==> src/rtl/rca_pkg.sv <==
// Shared constants and elaboration-time width check for the ripple-carry adder.
package rca_pkg;

  localparam int unsigned RCA_DEFAULT_WIDTH = 8;
  localparam int unsigned RCA_MAX_WIDTH     = 64;

  // True when the requested adder width is supported.
  function automatic bit rca_width_ok(input int unsigned width);
    return (width >= 1) && (width <= RCA_MAX_WIDTH);
  endfunction

endpackage

==> src/rtl/module_full_adder.sv <==
// Single-bit full adder: one stage of the ripple-carry chain.
module module_full_adder (
  input  logic a_i,
  input  logic b_i,
  input  logic carry_i,
  output logic sum_o,
  output logic carry_o
);

  logic half_sum;

  // Sum and carry of one bit position; carry propagates when a ^ b.
  always_comb begin
    half_sum = a_i ^ b_i;
    sum_o    = half_sum ^ carry_i;
    carry_o  = (a_i & b_i) | (carry_i & half_sum);
  end

endmodule

==> src/rtl/ripple_carry_adder.sv <==
// Parameterised ripple-carry adder built from an explicit chain of full adders.
// Define RCA_OUT_REG_EN to add a one-cycle output register with async reset;
// otherwise the block is purely combinational and clk_i/rst_i are unused.
module ripple_carry_adder
  import rca_pkg::*;
#(
  parameter int unsigned RCAWIDE = RCA_DEFAULT_WIDTH
) (
  input  logic               clk_i,
  input  logic               rst_i,
  input  logic [RCAWIDE-1:0] a_i,
  input  logic [RCAWIDE-1:0] b_i,
  input  logic               carry_i,
  output logic [RCAWIDE-1:0] sum_o,
  output logic               carry_o
);

  // Reject unsupported widths at elaboration.
  if (!rca_width_ok(RCAWIDE)) begin : g_bad_width
    $error("ripple_carry_adder: RCAWIDE out of range 1..64");
  end

  // c[k] is the carry into stage k; c[RCAWIDE] is the final carry-out.
  logic [RCAWIDE:0]   c;
  logic [RCAWIDE-1:0] sum_c;

  assign c[0] = carry_i;

  for (genvar k = 0; k < RCAWIDE; k++) begin : g_stage
    module_full_adder u_fa (
      .a_i     (a_i[k]),
      .b_i     (b_i[k]),
      .carry_i (c[k]),
      .sum_o   (sum_c[k]),
      .carry_o (c[k+1])
    );
  end

`ifdef RCA_OUT_REG_EN
  logic [RCAWIDE-1:0] sum_q;
  logic               carry_q;

  // Output register; reset clears in-flight results immediately.
  always_ff @(posedge clk_i or posedge rst_i) begin
    if (rst_i) begin
      sum_q   <= '0;
      carry_q <= 1'b0;
    end else begin
      sum_q   <= sum_c;
      carry_q <= c[RCAWIDE];
    end
  end

  assign sum_o   = sum_q;
  assign carry_o = carry_q;
`else
  // Clock and reset have no function in combinational mode.
  logic unused_clk_rst;
  assign unused_clk_rst = clk_i ^ rst_i;

  assign sum_o   = sum_c;
  assign carry_o = c[RCAWIDE];
`endif

endmodule

==> config.mk <==
export PLATFORM = sky130hd
export DESIGN_NAME = ripple_carry_adder
export DESIGN_NICKNAME = d
export VERILOG_FILES = /design/src/rtl/rca_pkg.sv /design/src/rtl/module_full_adder.sv /design/src/rtl/ripple_carry_adder.sv
export SDC_FILE = /design/constraint.sdc
export NUM_CORES = 1
export LEC_CHECK = 0
export ABC_AREA = 1
export CORE_AREA = 2 2 39 41
export DETAILED_ROUTE_END_ITERATION = 12
export DIE_AREA = 0 0 41 43
export GPL_TIMING_DRIVEN = 1
export PLACE_DENSITY = 0.63
export SYNTH_ARGS = -nofsm -noshare
export SYNTH_HDL_FRONTEND = slang
export SYNTH_SLANG_ARGS = --single-unit
==> constraint.sdc <==
create_clock -name vclk -period 4.35
set_input_delay 0.6525 -clock vclk [all_inputs]
set_output_delay 0.6525 -clock vclk [all_outputs]
set_load 0.02 [all_outputs]
Yosys cells after proc, flatten, opt, wreduce, memory -nomap -nowiden:

Index checks and enable logic that the tools add are counted.

* register bits after elaboration: 0

* bitwise operators: 40

Operator list (count)
* 1-bit AND: 16
* 1-bit bitwise XOR: 16
* 1-bit OR: 8

Depth between registers and ports, before layout:

Gate-level depths: netlist of the first run.

* depth after elaboration: 17
* mapped depth: 13

Cells and area by module:

Synthesis of the first run repeated with hierarchy kept, for this count alone.

* cells, all modules: 8
* area total of the unflattened synthesis: 160.2 µm²

By module, submodules not included
* module_full_adder: instances 8, cells an instance 1, area an instance 20.0 µm²

Worst setup path before layout of the first run:

No wires, ideal clock.

* path kind: input port to output port
* from: input a_i[0]
* to: output sum_o[7]
* arrival time: 3.794 ns
* required time: 3.697 ns
* slack: -0.097 ns
* stages on the path: 13
* path through: inv_1 fa_1 inv_1 fa_1 fa_1 fa_1 fa_1 fa_1 fa_1 inv_1 fa_1 inv_1 buf_4

* word-level cells in the longest chain between the ends: 16

Ends and longest elaborated chain
* from (decl): RTL line ripple_carry_adder.sv:11 `input logic [RCAWIDE-1:0] a_i,`
* 1-bit bitwise XOR: RTL line module_full_adder.sv:14 `half_sum = a_i ^ b_i;`
* 1-bit AND: RTL line module_full_adder.sv:16 `carry_o = (a_i & b_i) | (carry_i & half_sum);`
* 1-bit OR (*): RTL line module_full_adder.sv:16
* 1-bit AND (*): RTL line module_full_adder.sv:16
* 1-bit OR (*): RTL line module_full_adder.sv:16
* 1-bit AND (*): RTL line module_full_adder.sv:16
* 1-bit OR (*): RTL line module_full_adder.sv:16
* 1-bit AND (*): RTL line module_full_adder.sv:16
* 1-bit OR (*): RTL line module_full_adder.sv:16
* 1-bit AND (*): RTL line module_full_adder.sv:16
* 1-bit OR (*): RTL line module_full_adder.sv:16
* 1-bit AND (*): RTL line module_full_adder.sv:16
* 1-bit OR (*): RTL line module_full_adder.sv:16
* 1-bit AND (*): RTL line module_full_adder.sv:16
* 1-bit OR (*): RTL line module_full_adder.sv:16
* 1-bit bitwise XOR (*): RTL line module_full_adder.sv:15 `sum_o = half_sum ^ carry_i;`
* to (decl): RTL line ripple_carry_adder.sv:14 `output logic [RCAWIDE-1:0] sum_o,`

Every way passes the cells marked *; elsewhere a longest branch is shown, timed or not.

Worst setup path in the final report of the first run:

* from: input b_i[0]
* to: output sum_o[7]

* word-level cells in the longest chain between the ends: 16

Ends and longest elaborated chain
* from (decl): RTL line ripple_carry_adder.sv:12 `input logic [RCAWIDE-1:0] b_i,`
* 1-bit bitwise XOR: RTL line module_full_adder.sv:14
* 1-bit AND: RTL line module_full_adder.sv:16
* 1-bit OR (*): RTL line module_full_adder.sv:16
* 1-bit AND (*): RTL line module_full_adder.sv:16
* 1-bit OR (*): RTL line module_full_adder.sv:16
* 1-bit AND (*): RTL line module_full_adder.sv:16
* 1-bit OR (*): RTL line module_full_adder.sv:16
* 1-bit AND (*): RTL line module_full_adder.sv:16
* 1-bit OR (*): RTL line module_full_adder.sv:16
* 1-bit AND (*): RTL line module_full_adder.sv:16
* 1-bit OR (*): RTL line module_full_adder.sv:16
* 1-bit AND (*): RTL line module_full_adder.sv:16
* 1-bit OR (*): RTL line module_full_adder.sv:16
* 1-bit AND (*): RTL line module_full_adder.sv:16
* 1-bit OR (*): RTL line module_full_adder.sv:16
* 1-bit bitwise XOR (*): RTL line module_full_adder.sv:15

Marked as above.

==> metrics.txt, run 1 <==
outcome=complete, but fails checks; failing checks=setup timing; Area growth syn-to-layout=94.66%; relative slew slack=0.8519; Worst-Margin Slew=0.2214 ns; Synth top area share=0.6214; DRT Wirelength=480 um; Final Power=0.08683 mW; placed insts=60; placed inst area=485.5 um^2; final hold violations=0; post-route minimum period=4.353 ns; vias per cell=3.650; sequential element share of the synthesized area=0; Critical Path AT=3.70 ns; Crit path required time=3.70 ns; Max Cap Viol=0; PortBufs=26; critical path type=primary input to output port; first-iteration detailed-routing DRC count=0; Die ar.=0.001763 mm^2; design area=501.7 um^2; # setup viols final=1; initial core utilization=0.1863; syn_nets=53; final worst slack=-0.002588 ns; gpl congestion=0.5741; Syn Area/Cell=9.913 um^2; Cell Count, Final, Fillers Out=60; Hold Path Class=primary input to output port; DRC violations left=0; die height=43 um; Pins Over Slew Limit=0; Post-Syn Area=257.7 um^2; dpl hpwl=480.5 um; PwrDens=173.1 mW/mm^2; Synth area leaders=fa_1 62%, buf_4 23%, inv_1 15%; Syn Inst Count=26; clock buffers=0; total of warnings raised by yosys=0; Remaining Overflow, GRT=0; VDD IR max=0.06167 mV; I/O Pins=28; RSZ-0062 raised after global routing=yes; post-layout util=0.3626; Synth area leader=fa_1; Die Width=41 um; Wirelength per Cell=8.000 um; initial antenna violation count=0; pin count of the biggest net entering global routing=2; Filler cells=135; Antenna diodes=0; Netlist cell types=3; CORE AREA=0.001384 mm^2; FF+latch count=0; Routed Antenna Nets=0; vias in the first global route=208; FF/Latch Area=0 um^2; kind of end point of the critical path=output port; Max Clk Rate=229.7 MHz; layout cells sized above 1=0.4091; total track usage=0.05258; Critical Path Start Type=primary input; first-pass GRT wire length=676 um; Final Cycle Share=1.001; critical path fanouts, max=1; LEAKAGE=0.2150 nW; DR pass1 iterations=1; via count=219; Final #Nets=73; row cnt=14
==> cell families (layout without fill, tap and decap cells) <==
| kind of cell | count (synthesis) | in the layout | share of synthesized area |
|---|---|---|---|
| fa+ha+maj | 8 | 8 | 0.6213 |
| buf+inv | 18 | 36 | 0.3787 |
==> worst max-delay path: stages <==
cell   delay [ns]
buf_6        0.09
inv_4        0.04
fa_2         0.19
inv_2        0.04
fa_2         0.33
fa_2         0.34
fa_2         0.35
fa_2         0.34
fa_2         0.35
fa_2         0.34
inv_2        0.06
fa_1         0.39
inv_1        0.07
buf_6        0.11
==> synthesized netlist by cell type, drive strengths merged <==
master and n:
inv 10, buf 8, fa 8
==> layout make-up <==
cell class	instances	area (um^2)	share of cell area
Tap cell	16	20.02	0.03990
Timing Repair Buffer	26	259.0	0.5162
Inverter	10	45.04	0.08978
Multi-Input combinational cell	8	177.7	0.3541
==> where the power goes <==
group	switching, mW	internal, mW
Combinational	0.0400	0.0468
Sequential	0	0
Clock	0	0
Total	0.0400	0.0468
==> placed cells by master, fill, tap and decap left out <==
cell / instances
clkdlybuf4s15_2: 1
buf_2: 1
clkdlybuf4s50_1: 18
inv_4: 3
fa_2: 7
fa_1: 1
inv_2: 2
inv_1: 5
buf_6: 4
dlygate4sd2_1: 2
==> per-layer routing <==
metal  wire (um)  global-route usage  vias up
met5           0                   0        -
met4           0                   0        0
met3         160             0.04712        0
met2         232             0.09688       25
met1          88             0.03947       98
li1            -                   -       96
==> final timing paths <==
| kind | startpoint | cells past startpoint | slack [ns] | to |
|---|---|---|---|---|
| worst min-delay path | b_i[7] | 5 | 2.09 | sum_o[7] |
| worst max-delay path | b_i[0] | 14 | -0.003 | sum_o[7] |
==> metrics by stage <==
step | hold slack, ns | worst slack [ns] | setup TNS, ns
4_1_cts | 2.081 | -0.2223 | -0.2223
3_3_place_gp | 2.465 | -0.9527 | -2.358
6_report | 2.085 | -0.002588 | -0.002588
2_1_floorplan | 1.568 | 0.02114 | 0
5_1_grt | 2.151 | -0.08607 | -0.08607
3_5_place_dp | 2.484 | -1.006 | -2.540
==> what timing repair did <==
action | in CTS | in global routing
buffers inserted | 0 | 0
pin swaps | 8 | 8
endpoints found under the setup margin | 4 | 4
cloned | 0 | 0
hold buffers | 0 | 0
resized for setup | 38 | 3
No activity file was read; power rests on OpenSTA's default activity.
==> inputs of run 2 (changes only) <==
ABC_AREA = not set   (was 1)
CAP_MARGIN = 10   (was not set)
SLEW_MARGIN = 5   (was not set)
==> results of run 2 <==
The final DEF is identical to that of run 1; final timing and power are the same.
